===== config.mk =====
export PLATFORM = sky130hd
export DESIGN_NAME = mult_div_unit
export DESIGN_NICKNAME = d
export VERILOG_FILES = /design/src/rtl/mips_pkg.sv /design/src/rtl/mdu_div_core.sv /design/src/rtl/mult_div_unit.sv
export SDC_FILE = /design/constraint.sdc
export NUM_CORES = 1
export LEC_CHECK = 0
export BUFFER_PORTS_ARGS = -buffer_cell sky130_fd_sc_hd__clkbuf_2
export CORE_UTILIZATION = 45
export CTS_CLUSTER_DIAMETER = 150
export DETAILED_ROUTE_END_ITERATION = 7
export GPL_TIMING_DRIVEN = 1
export SYNTH_ARGS = -nofsm -noshare
export SYNTH_HDL_FRONTEND = slang
export SYNTH_HIERARCHICAL = 1
export SYNTH_SLANG_ARGS = --single-unit

===== constraint.sdc =====
create_clock -name clk -period 9.4 [get_ports clk]
set_input_delay 0.47 -clock clk [delete_from_list [all_inputs] [get_ports clk]]
set_output_delay 0.47 -clock clk [all_outputs]
set_load 0.02 [all_outputs]

===== src/rtl/mips_pkg.sv =====
// rtl/mips_pkg.sv - shared opcode and FSM state types for the multiply/divide unit
package mips_pkg;

   typedef enum logic [2:0] {
      OP_MULT  = 3'd0,
      OP_MULTU = 3'd1,
      OP_DIV   = 3'd2,
      OP_DIVU  = 3'd3,
      OP_MTHI  = 3'd4,
      OP_MTLO  = 3'd5
   } mdu_op_t;

   typedef enum logic [1:0] {
      ST_IDLE,
      ST_MUL,
      ST_DIV,
      ST_DONE
   } mdu_state_t;

   function automatic logic op_is_signed(mdu_op_t op);
      return (op == OP_MULT) || (op == OP_DIV);
   endfunction

endpackage


===== src/rtl/mdu_div_core.sv =====
// rtl/mdu_div_core.sv - restoring unsigned divide datapath, one quotient bit per enable
module mdu_div_core #(
   parameter int WIDTH = 32
) (
   input  logic             clk,
   input  logic             rst,
   input  logic             load,
   input  logic             en,
   input  logic [WIDTH-1:0] dividend,
   input  logic [WIDTH-1:0] divisor,
   output logic [WIDTH-1:0] quo_next,
   output logic [WIDTH-1:0] rem_next
);

   logic [WIDTH-1:0] rem;
   logic [WIDTH-1:0] quo;
   logic [WIDTH-1:0] dvsr;
   logic [WIDTH:0]   trial;

   // quo holds the not-yet-consumed dividend bits at the top and the quotient bits at the bottom
   always_comb begin
      trial = {rem, quo[WIDTH-1]} - {1'b0, dvsr};
      if (trial[WIDTH]) begin
         rem_next = {rem[WIDTH-2:0], quo[WIDTH-1]};
         quo_next = {quo[WIDTH-2:0], 1'b0};
      end else begin
         rem_next = trial[WIDTH-1:0];
         quo_next = {quo[WIDTH-2:0], 1'b1};
      end
   end

   always_ff @(posedge clk) begin
      if (rst) begin
         rem  <= '0;
         quo  <= '0;
         dvsr <= '0;
      end else if (load) begin
         rem  <= '0;
         quo  <= dividend;
         dvsr <= divisor;
      end else if (en) begin
         rem  <= rem_next;
         quo  <= quo_next;
      end
   end

endmodule


===== src/rtl/mult_div_unit.sv =====
// rtl/mult_div_unit.sv - iterative MIPS-style HI/LO multiply/divide unit
// MDU_FAST_MUL_EN: single-cycle multiply at acceptance; divide stays iterative.
module mult_div_unit
   import mips_pkg::*;
#(
   parameter int WIDTH = 32,
   parameter int CNT_W = $clog2(WIDTH) + 1
) (
   input  logic             clk,
   input  logic             rst,
   input  logic             start,
   input  mdu_op_t          op,
   input  logic [WIDTH-1:0] operand_a,
   input  logic [WIDTH-1:0] operand_b,
   output logic             busy,
   output logic             done,
   output logic [WIDTH-1:0] hi,
   output logic [WIDTH-1:0] lo,
   output logic             div_by_zero
);

   mdu_state_t state, state_next;

   logic [CNT_W-1:0]   cnt;
   logic               last_step;
   logic               accept;
   logic               is_div_op;
   logic               a_neg, b_neg;
   logic [WIDTH-1:0]   a_mag, b_mag;
   logic               neg_q, neg_r;
   logic [WIDTH-1:0]   dividend_reg;
   logic [WIDTH-1:0]   mcand;
   logic [2*WIDTH-1:0] prod;
   logic [WIDTH:0]     mul_sum;
   logic [2*WIDTH-1:0] prod_step;
   logic [2*WIDTH-1:0] prod_res;
   logic [WIDTH-1:0]   quo_next, rem_next;
   logic [WIDTH-1:0]   quo_res, rem_res;

   assign accept    = start && (state == ST_IDLE);
   assign is_div_op = (op == OP_DIV) || (op == OP_DIVU);
   assign last_step = (cnt == CNT_W'(WIDTH - 1));

   always_comb begin
      a_neg = op_is_signed(op) & operand_a[WIDTH-1];
      b_neg = op_is_signed(op) & operand_b[WIDTH-1];
      a_mag = a_neg ? -operand_a : operand_a;
      b_mag = b_neg ? -operand_b : operand_b;
   end

   // shift-add: the multiplier sits in the low half of prod and is shifted out as the product grows
   always_comb begin
      mul_sum   = {1'b0, prod[2*WIDTH-1:WIDTH]} + (prod[0] ? {1'b0, mcand} : '0);
      prod_step = {mul_sum, prod[WIDTH-1:1]};
      prod_res  = neg_q ? -prod_step : prod_step;
   end

`ifdef MDU_FAST_MUL_EN
   logic [2*WIDTH-1:0] fast_mag;
   logic [2*WIDTH-1:0] fast_res;
   always_comb begin
      fast_mag = {{WIDTH{1'b0}}, a_mag} * {{WIDTH{1'b0}}, b_mag};
      fast_res = (a_neg ^ b_neg) ? -fast_mag : fast_mag;
   end
`endif

   mdu_div_core #(.WIDTH(WIDTH)) u_div_core (
      .clk      (clk),
      .rst      (rst),
      .load     (accept && is_div_op),
      .en       (state == ST_DIV),
      .dividend (a_mag),
      .divisor  (b_mag),
      .quo_next (quo_next),
      .rem_next (rem_next)
   );

   // a zero divisor leaves the raw dividend as remainder regardless of signedness
   always_comb begin
      quo_res = div_by_zero ? '1 : (neg_q ? -quo_next : quo_next);
      rem_res = div_by_zero ? dividend_reg : (neg_r ? -rem_next : rem_next);
   end

   always_ff @(posedge clk) begin
      if (rst) state <= ST_IDLE;
      else     state <= state_next;
   end

   always_comb begin
      state_next = state;
      busy       = 1'b0;
      done       = 1'b0;
      unique case (state)
         ST_IDLE: begin
            if (start) begin
               case (op)
`ifdef MDU_FAST_MUL_EN
                  OP_MULT, OP_MULTU: state_next = ST_DONE;
`else
                  OP_MULT, OP_MULTU: state_next = ST_MUL;
`endif
                  OP_DIV, OP_DIVU:   state_next = ST_DIV;
                  default:           state_next = ST_IDLE;
               endcase
            end
         end
         ST_MUL: begin
            busy = 1'b1;
            if (last_step) state_next = ST_DONE;
         end
         ST_DIV: begin
            busy = 1'b1;
            if (last_step) state_next = ST_DONE;
         end
         ST_DONE: begin
            done       = 1'b1;
            state_next = ST_IDLE;
         end
         default: state_next = ST_IDLE;
      endcase
   end

   always_ff @(posedge clk) begin
      if (rst) begin
         hi           <= '0;
         lo           <= '0;
         div_by_zero  <= 1'b0;
         cnt          <= '0;
         neg_q        <= 1'b0;
         neg_r        <= 1'b0;
         dividend_reg <= '0;
         mcand        <= '0;
         prod         <= '0;
      end else begin
         case (state)
            ST_IDLE: begin
               if (start) begin
                  cnt <= '0;
                  case (op)
                     OP_MTHI: hi <= operand_a;
                     OP_MTLO: lo <= operand_a;
                     OP_MULT, OP_MULTU: begin
`ifdef MDU_FAST_MUL_EN
                        {hi, lo} <= fast_res;
`else
                        mcand <= a_mag;
                        prod  <= {{WIDTH{1'b0}}, b_mag};
                        neg_q <= a_neg ^ b_neg;
`endif
                     end
                     OP_DIV, OP_DIVU: begin
                        neg_q        <= a_neg ^ b_neg;
                        neg_r        <= a_neg;
                        dividend_reg <= operand_a;
                        div_by_zero  <= (operand_b == '0);
                     end
                     default: ;
                  endcase
               end
            end
            ST_MUL: begin
               cnt  <= cnt + CNT_W'(1);
               prod <= prod_step;
               if (last_step) {hi, lo} <= prod_res;
            end
            ST_DIV: begin
               cnt <= cnt + CNT_W'(1);
               if (last_step) begin
                  hi <= rem_res;
                  lo <= quo_res;
               end
            end
            default: ;
         endcase
      end
   end

endmodule


==> results.py, run 1 <==
metrics = {
    "routing": {
        "via_per_inst": 6.111,
        "ant_nets": 0,
        "wl_per_cell_um": 22.33,
        "vias": 21560,
        "wirelength_um": 78810,
        "drt_iter0_drc": 2156,
        "drc": 0,
        "drtPass1Iterations": 6,
    },
    "timing": {
        "max_slew_margin_pct": 24.11,
        "worstMarginPinSlew_ns": 1.138,
        "rsz0062_at_grt": "false",
        "hold_viol": 0,
        "slew_violations": 0,
        "fin_skew_ns": 0.02010,
        "layout_setup_ws_ns": 2.393,
        "setup_viol": 0,
        "layout_min_cycle_time_ns": 7.007,
        "tns_ns": 0,
        "fmax_mhz": 142.7,
        "period_share_pct": 74.54,
        "timing.hold.ws_ns": 0.2372,
    },
    "floorplanning": {
        "io_pins": 137,
        "die_x_um": 221.4,
        "die-area_um2": 49000,
        "std_cell_rows": 80,
        "dieHeight_um": 221.4,
        "core-area_um2": 47650,
        "start_util_pct": 45.45,
    },
    "placed_design": {
        "io_buffers": 136,
        "dpl_worst_slack_ns": 2.500,
        "finalWeightedCongestion": 0.9437,
        "dp_hpwl_um": 57680,
    },
    "finish": {
        "fin_nets": 3031,
        "area_growth_pct": 9.458,
        "antenna_cells": 0,
        "fillers": 4864,
        "multiInputGateArea_um2": 14350,
        "regMostFlops": "prod",
        "final_util_pct": 49.75,
        "layout-drive-gt1-share_pct": 10.74,
        "largest_reg_flops": 64,
        "seq_area_um2": 5988,
    },
    "worst_setup_path": {
        "critPathArrivalTime_ns": 7.40,
        "cp-end-kind": "flip-flop",
        "crit_top_cell": "or4_1",
        "path_delay_family": "simple AND/OR/NAND/NOR gates",
        "path_cells": "inv_1, ha_1, fa_1, nand2b_1, a21oi_1, o211ai_1, a311o_1, and3_1, or2_4, inv_8, mux2_4, or4_1, or4_1, or4_1, o41ai_2, xor2_1, nand2_1, o211ai_1, a21oi_1, a2111oi_0, a221oi_1",
        "r2r_cells": 21,
        "cpPeakStageDelay_ns": 0.67,
        "r2r_end": "hi[30]",
        "r2r_start": "u_div_core/quo[31]",
        "required_ns": 9.79,
        "critPathBufInv": 2,
        "slowest_stage": "or4_1",
        "path_max_fanout": 36,
        "rrSetupSlack_ns": 2.39,
        "startpoint_type": "flip-flop",
        "crit_type": "reg2reg",
    },
    "grt": {
        "globalRouteTotalUtil_pct": 31.54,
        "grt_pass1_wl_um": 121400,
        "grt_pass1_vias": 20410,
        "grt-ovfl-total": 0,
        "grt_max_degree": 111,
        "antenna_found_initial": 0,
    },
    "yosys": {
        "synth_top_area_share_pct": 27.64,
        "ys.flop_type": "dfxtp_1",
        "synth.most_common_cell": "nor2_1",
        "ys_types": 96,
        "synth_top_area_cell": "dfxtp_1",
        "ys_warn_count": 6,
        "syn_inst": 2913,
        "synth_nets": 3060,
        "seq_area_frac_synth_pct": 27.64,
        "async_flop_share_pct": 0,
        "ys_top_cells_by_area": "dfxtp_1 28%, nor2_1 7.1%, a21oi_1 6.1%, nand2_1 4.7%, xnor2_1 4.7%",
        "synth_area_um2": 21660,
        "synth_common_cells": "410 x nor2_1, 299 x dfxtp_1, 274 x nand2_1",
        "synth.avg_cell_area_um2": 7.434,
        "synth_edf_count": 0,
        "synth_seq_cells": 299,
    },
    "clock_tree": {
        "post_cts_resized": 0,
        "post_cts_buffers": 0,
        "clock_sinks": 299,
        "cts_hold_buf": 0,
        "root_buffer": "clkbuf_16",
        "path_clk_slew_ns": 0.06,
        "cts_max_level": 2,
        "clock_path_buffers": 3,
        "cts_tree": "done",
        "cts_buffers": 38,
        "clock_latency_ns": 0.57,
    },
    "min_path": {
        "min_path_type": "in2reg",
        "hold_path_startpoint": "operand_a[14]",
        "min_path_cells": 3,
        "min_to": "dividend_reg[14]",
    },
    "power_and_ir_drop": {
        "p_leak_nw": 9.244,
        "power_density_nw_per_um2": 381.3,
        "finalPower_mw": 9.038,
        "peakVddDrop_uv": 335.8,
    },
    "job": {
        "drv_cap": 0,
    },
    "status": {
        "status": "completed",
    },
}
-- report_power, final --
part	leakage [nW]	total [mW]	switching, mW	internal [mW]
combinational	6.13	5.70	3.71	1.98
sequential	2.43	1.71	0.217	1.49
clock	0.685	1.63	0.611	1.02
total	9.24	9.04	4.54	4.50
-- worst max path at each step --
stage | slack [ns] | depth (start not counted) | startpoint | endpoint
final | 2.39 | 21 | u_div_core/quo[31] | hi[30]
after global routing | 2.18 | 21 | u_div_core/quo[31] | hi[30]
after CTS | 2.47 | 21 | u_div_core/quo[31] | hi[30]
after detailed placement | 2.50 | 21 | u_div_core/quo[31] | hi[30]
after global placement | 2.63 | 21 | u_div_core/quo[31] | hi[30]
after floorplan | 3.48 | 24 | u_div_core/quo[31] | hi[30]
-- tightest hold or removal path, cell delays in order --
cell and delay, ns:
clkbuf_2 0.14, nand2_1 0.08, a21oi_1 0.05
-- stage by stage --
stage	area, um^2	cells
final	23700	3529
after detailed placement	22320	3459
after global routing	23700	3529
after floorplan	21660	2913
after CTS	23700	3529
after global placement	22320	3459
-- cell families (layout without fill, tap and decap cells) --
kind of cell             after synthesis  after routing  synth area share [%]
multiplexers                          94             94                 4.824
AND/OR/NAND/NOR                     1096           1096                 23.82
AO/OA/AOI/OAI                        821            821                 24.29
adder cells (fa/ha/maj)               77             77                 4.518
XOR/XNOR                             212            212                 8.574
flip-flops                           299            299                 27.64
buffers and inverters                314            315                 6.338
-- cell type report --
cell class              count  share of cell area [%]
well taps                 615                   3.246
inverters                  82                   1.341
multi-input cells        2300                   60.54
flip-flops and latches    299                   25.26
clock inverters            13                  0.9237
repair buffers            163                   3.764
clock buffers              57                   4.920
-- metal layers --
| layer | GRT usage [%] | wire length, um | share of wire [%] | vias to the layer above |
|---|---|---|---|---|
| met5 | 0 | 0 | 0 | - |
| met4 | 14.26 | 3403 | 4.3 | 0 |
| li1 | - | - | - | 10310 |
| met3 | 4.276 | 5255 | 6.7 | 144 |
| met1 | 42.80 | 34640 | 44 | 10310 |
| met2 | 49.65 | 35510 | 45 | 795 |
-- cell usage in the layout, fill, tap and decap left out, types with 15 or more instances in the layout --
cell type,Yosys,layout
a211oi_1,49,49
o31ai_1,40,40
nand2b_1,15,15
nand2_1,274,273
and3_1,20,20
xnor2_1,117,117
and2_1,49,49
mux2_4,19,19
or4_1,26,26
clkbuf_16,0,41
a21o_1,28,27
dfxtp_1,299,297
o211ai_1,16,16
a22oi_1,38,38
or3_1,39,39
nor3_1,95,94
mux2i_1,68,68
ha_1,75,72
xor2_1,95,95
nor2_1,410,409
o41ai_1,26,26
inv_1,79,79
a21oi_1,265,264
a311oi_1,17,17
o21ai_0,178,178
o21a_1,28,28
buf_4,34,27
nand4_1,18,18
a31oi_1,30,30
clkbuf_2,0,135
nand3_1,57,57
nor4_1,21,21
No activity file was read; power rests on OpenSTA's default activity.
==> inputs of run 2 (changes only) <==
--- a/config.mk
+++ b/config.mk
@@ -5,6 +5,7 @@
 export SDC_FILE = /design/constraint.sdc
 export NUM_CORES = 1
 export LEC_CHECK = 0
+export ABC_AREA = 1
 export BUFFER_PORTS_ARGS = -buffer_cell sky130_fd_sc_hd__clkbuf_2
 export CORE_UTILIZATION = 45
 export CTS_CLUSTER_DIAMETER = 150
==> constraint.sdc (replaced) <==
create_clock -name clk -period 6.7 [get_ports clk]
set_input_delay 0.335 -clock clk [delete_from_list [all_inputs] [get_ports clk]]
set_output_delay 0.335 -clock clk [all_outputs]
set_load 0.02 [all_outputs]
==> run 2 against run 1 <==
Against the previous run:
- sequential power up 43%
- design area up 10%
- die area up 11%
- largest cell class unchanged
- critical path type unchanged
- clock-buffer cell count down 1
- largest power group unchanged
- worst setup slack worse by 0.55 ns
- first-iteration DRC count up 25%
- sequential share of layout area down 2.4 points
- synthesized area up 11%
- register-to-register slack worse by 0.55 ns
==> results.py, run 2 <==
metrics = {
    "finish": {
        "fillers": 5705,
        "layout_common_cells": "1,155 x nand2_1, 608 x inv_1, 468 x nor2_1",
        "largest_reg_flops": 64,
        "layout-drive-gt1-share_pct": 8.817,
        "final_util_pct": 49.69,
        "fin_nets": 4305,
        "regMostFlops": "prod",
        "finalNonFillerCells": 4875,
        "final_common_cell": "nand2_1",
        "area_growth_pct": 8.871,
    },
    "yosys": {
        "synth_edf_count": 0,
        "synth_common_cells": "1,155 x nand2_1, 609 x inv_1, 472 x nor2_1",
        "synth_top_area_cell": "dfxtp_1",
        "synth_nets": 4292,
        "synth.avg_cell_area_um2": 5.798,
        "ys_types": 52,
        "async_flop_share_pct": 0,
        "synth.most_common_cell": "nand2_1",
        "seq_area_frac_synth_pct": 24.91,
        "ys.flop_type": "dfxtp_1",
        "syn_inst": 4145,
        "ys_warn_count": 6,
        "ys_top_cells_by_area": "dfxtp_1 25%, nand2_1 18%, inv_1 9.5%, nor2_1 7.4%, o21ai_0 6.6%",
        "synth_seq_cells": 299,
        "synth_top_area_share_pct": 24.91,
        "synth_area_um2": 24030,
    },
    "status": {
        "status": "completed",
    },
    "routing": {
        "via_per_inst": 5.416,
        "vias": 26400,
        "drc": 0,
        "wl_per_cell_um": 19.34,
        "ant_nets": 0,
        "drt_iter0_drc": 2699,
        "drtPass1Iterations": 6,
        "wirelength_um": 94260,
    },
    "floorplanning": {
        "start_util_pct": 45.64,
        "die_x_um": 233.1,
        "die-area_um2": 54340,
        "core-area_um2": 52660,
        "io_pins": 137,
        "std_cell_rows": 84,
        "dieHeight_um": 233.1,
    },
    "timing": {
        "hold_viol": 0,
        "setup_viol": 0,
        "layout_min_cycle_time_ns": 4.855,
        "slew_violations": 0,
        "rsz0062_at_grt": "false",
        "tns_ns": 0,
        "worstMarginPinSlew_ns": 1.244,
        "period_share_pct": 72.47,
        "fin_skew_ns": 0.01840,
        "timing.hold.ws_ns": 0.07754,
        "fmax_mhz": 206.0,
        "max_slew_margin_pct": 16.22,
    },
    "power_and_ir_drop": {
        "power.switching_mw": 7.183,
        "peakVddDrop_uv": 333.7,
        "p_comb_share_pct": 64.1,
        "p_seq_share_pct": 19.0,
        "pwr-share-clk_pct": 16.9,
        "power_density_nw_per_um2": 492.0,
        "switching_share_pct": 55.80,
        "p_leak_nw": 13.50,
        "cellInternalPower_mw": 5.690,
    },
    "worst_setup_path": {
        "critPathBufInv": 5,
        "path_delay_family": "simple AND/OR/NAND/NOR gates",
        "cp-end-kind": "flip-flop",
        "critPathArrivalTime_ns": 5.31,
        "path_max_fanout": 31,
        "cpPeakStageDelay_ns": 0.47,
        "startpoint_type": "flip-flop",
        "slowest_stage": "nand2_2",
        "crit_type": "reg2reg",
        "required_ns": 7.15,
        "crit_top_cell": "inv_1",
    },
    "placed_design": {
        "dp_hpwl_um": 73050,
        "io_buffers": 136,
        "finalWeightedCongestion": 0.9818,
        "placed_cells": 4806,
    },
    "grt": {
        "grt_max_degree": 82,
        "grt_pass1_vias": 23370,
        "globalRouteTotalUtil_pct": 34.27,
        "antenna_found_initial": 2,
        "grt_pass1_wl_um": 140600,
        "grt-ovfl-total": 0,
    },
    "clock_tree": {
        "post_cts_resized": 0,
        "clock_latency_ns": 0.57,
        "post_cts_buffers": 0,
        "cts_tree": "done",
        "cts_buffers": 38,
        "clock_sinks": 299,
        "cts_max_level": 2,
        "cts_hold_buf": 0,
        "clock_path_buffers": 3,
        "root_buffer": "clkbuf_16",
        "path_clk_slew_ns": 0.06,
    },
    "job": {
        "drv_cap": 0,
    },
    "min_path": {
        "min_path_type": "in2reg",
    },
}
## run 2: cell types whose count changed after synthesis, sizes merged, moves of 36 or more
cell | before | now
a211oi | 50 | 3
and2 | 51 | 8
clkbuf | 160 | 124
inv | 81 | 632
mux2i | 68 | 0
nand2 | 275 | 1188
nand3 | 58 | 265
nor2 | 411 | 497
nor3 | 95 | 55
o21ai | 180 | 339
o22ai | 2 | 40
o31ai | 41 | 4
or3 | 40 | 0
xnor2 | 117 | 15
## run 2: logic make-up (layout without fill, tap and decap cells)
logic type | count (synthesis) | in the layout | synth area share, %
xor+xnor | 78 | 78 | 2.843
buf+inv | 835 | 875 | 14.08
fa+ha+maj | 77 | 77 | 4.071
compound gates | 770 | 770 | 17.51
simple gates | 2086 | 2086 | 36.58
other cells | 0 | 2 | 0
flops | 299 | 299 | 24.91
## run 2: power groups by stage
stage               combinational [mW]  sequential, mW  clock [mW]
finish                            8.25            2.45        2.17
global route                      9.10            2.47        2.26
CTS                               8.07            2.44        2.19
detailed placement                8.03            2.47           0
global placement                  8.05            2.47           0
floorplan                         5.61            2.52           0
## run 2: metrics by stage
| step | power (mW) | area (um^2) | worst slack (ns) |
|---|---|---|---|
| after floorplan | 8.126 | 24030 | 3.102 |
| after global routing | 13.83 | 26160 | 1.053 |
| final | 12.87 | 26170 | 1.845 |
| after detailed placement | 10.51 | 24880 | 1.955 |
| after global placement | 10.52 | 24880 | 2.081 |
| after CTS | 12.70 | 26160 | 1.951 |
## run 2: path summary, 6_finish.rpt
path,start,end,slack [ns],cells after the start
setup / recovery,u_div_core/quo[31],lo[24],1.84,28
setup reg to reg,u_div_core/quo[31],lo[24],1.84,28
hold / removal,operand_a[27],dividend_reg[27],0.08,3
hold reg to reg,u_div_core/dvsr[14],u_div_core/dvsr[14],0.47,2
## run 2: per-layer routing
metal	wire [um]	vias up	track usage, %
met5	12	-	0
met4	3253	2	12.44
met3	8006	159	5.457
met2	40400	1096	52.25
met1	42590	11920	48.30
li1	-	13220	-
## run 2: worst min-delay path: cells and delay by family
kind	cells	cell delay, ns
AO/OA/AOI/OAI	1	0.06
buffers and inverters	2	0.20
## run 2: layout make-up
| class | count | area [um^2] | area share, % |
|---|---|---|---|
| tap | 688 | 860.8 | 3.290 |
| timing repair buffer | 166 | 908.4 | 3.472 |
| antenna | 2 | 5.005 | 0.01913 |
| clock buffer | 56 | 1110 | 4.242 |
| clock inverter | 11 | 167.7 | 0.6408 |
| inverter | 642 | 2410 | 9.210 |
| multi-input combinational | 3011 | 14720 | 56.25 |
| sequential | 299 | 5987 | 22.88 |
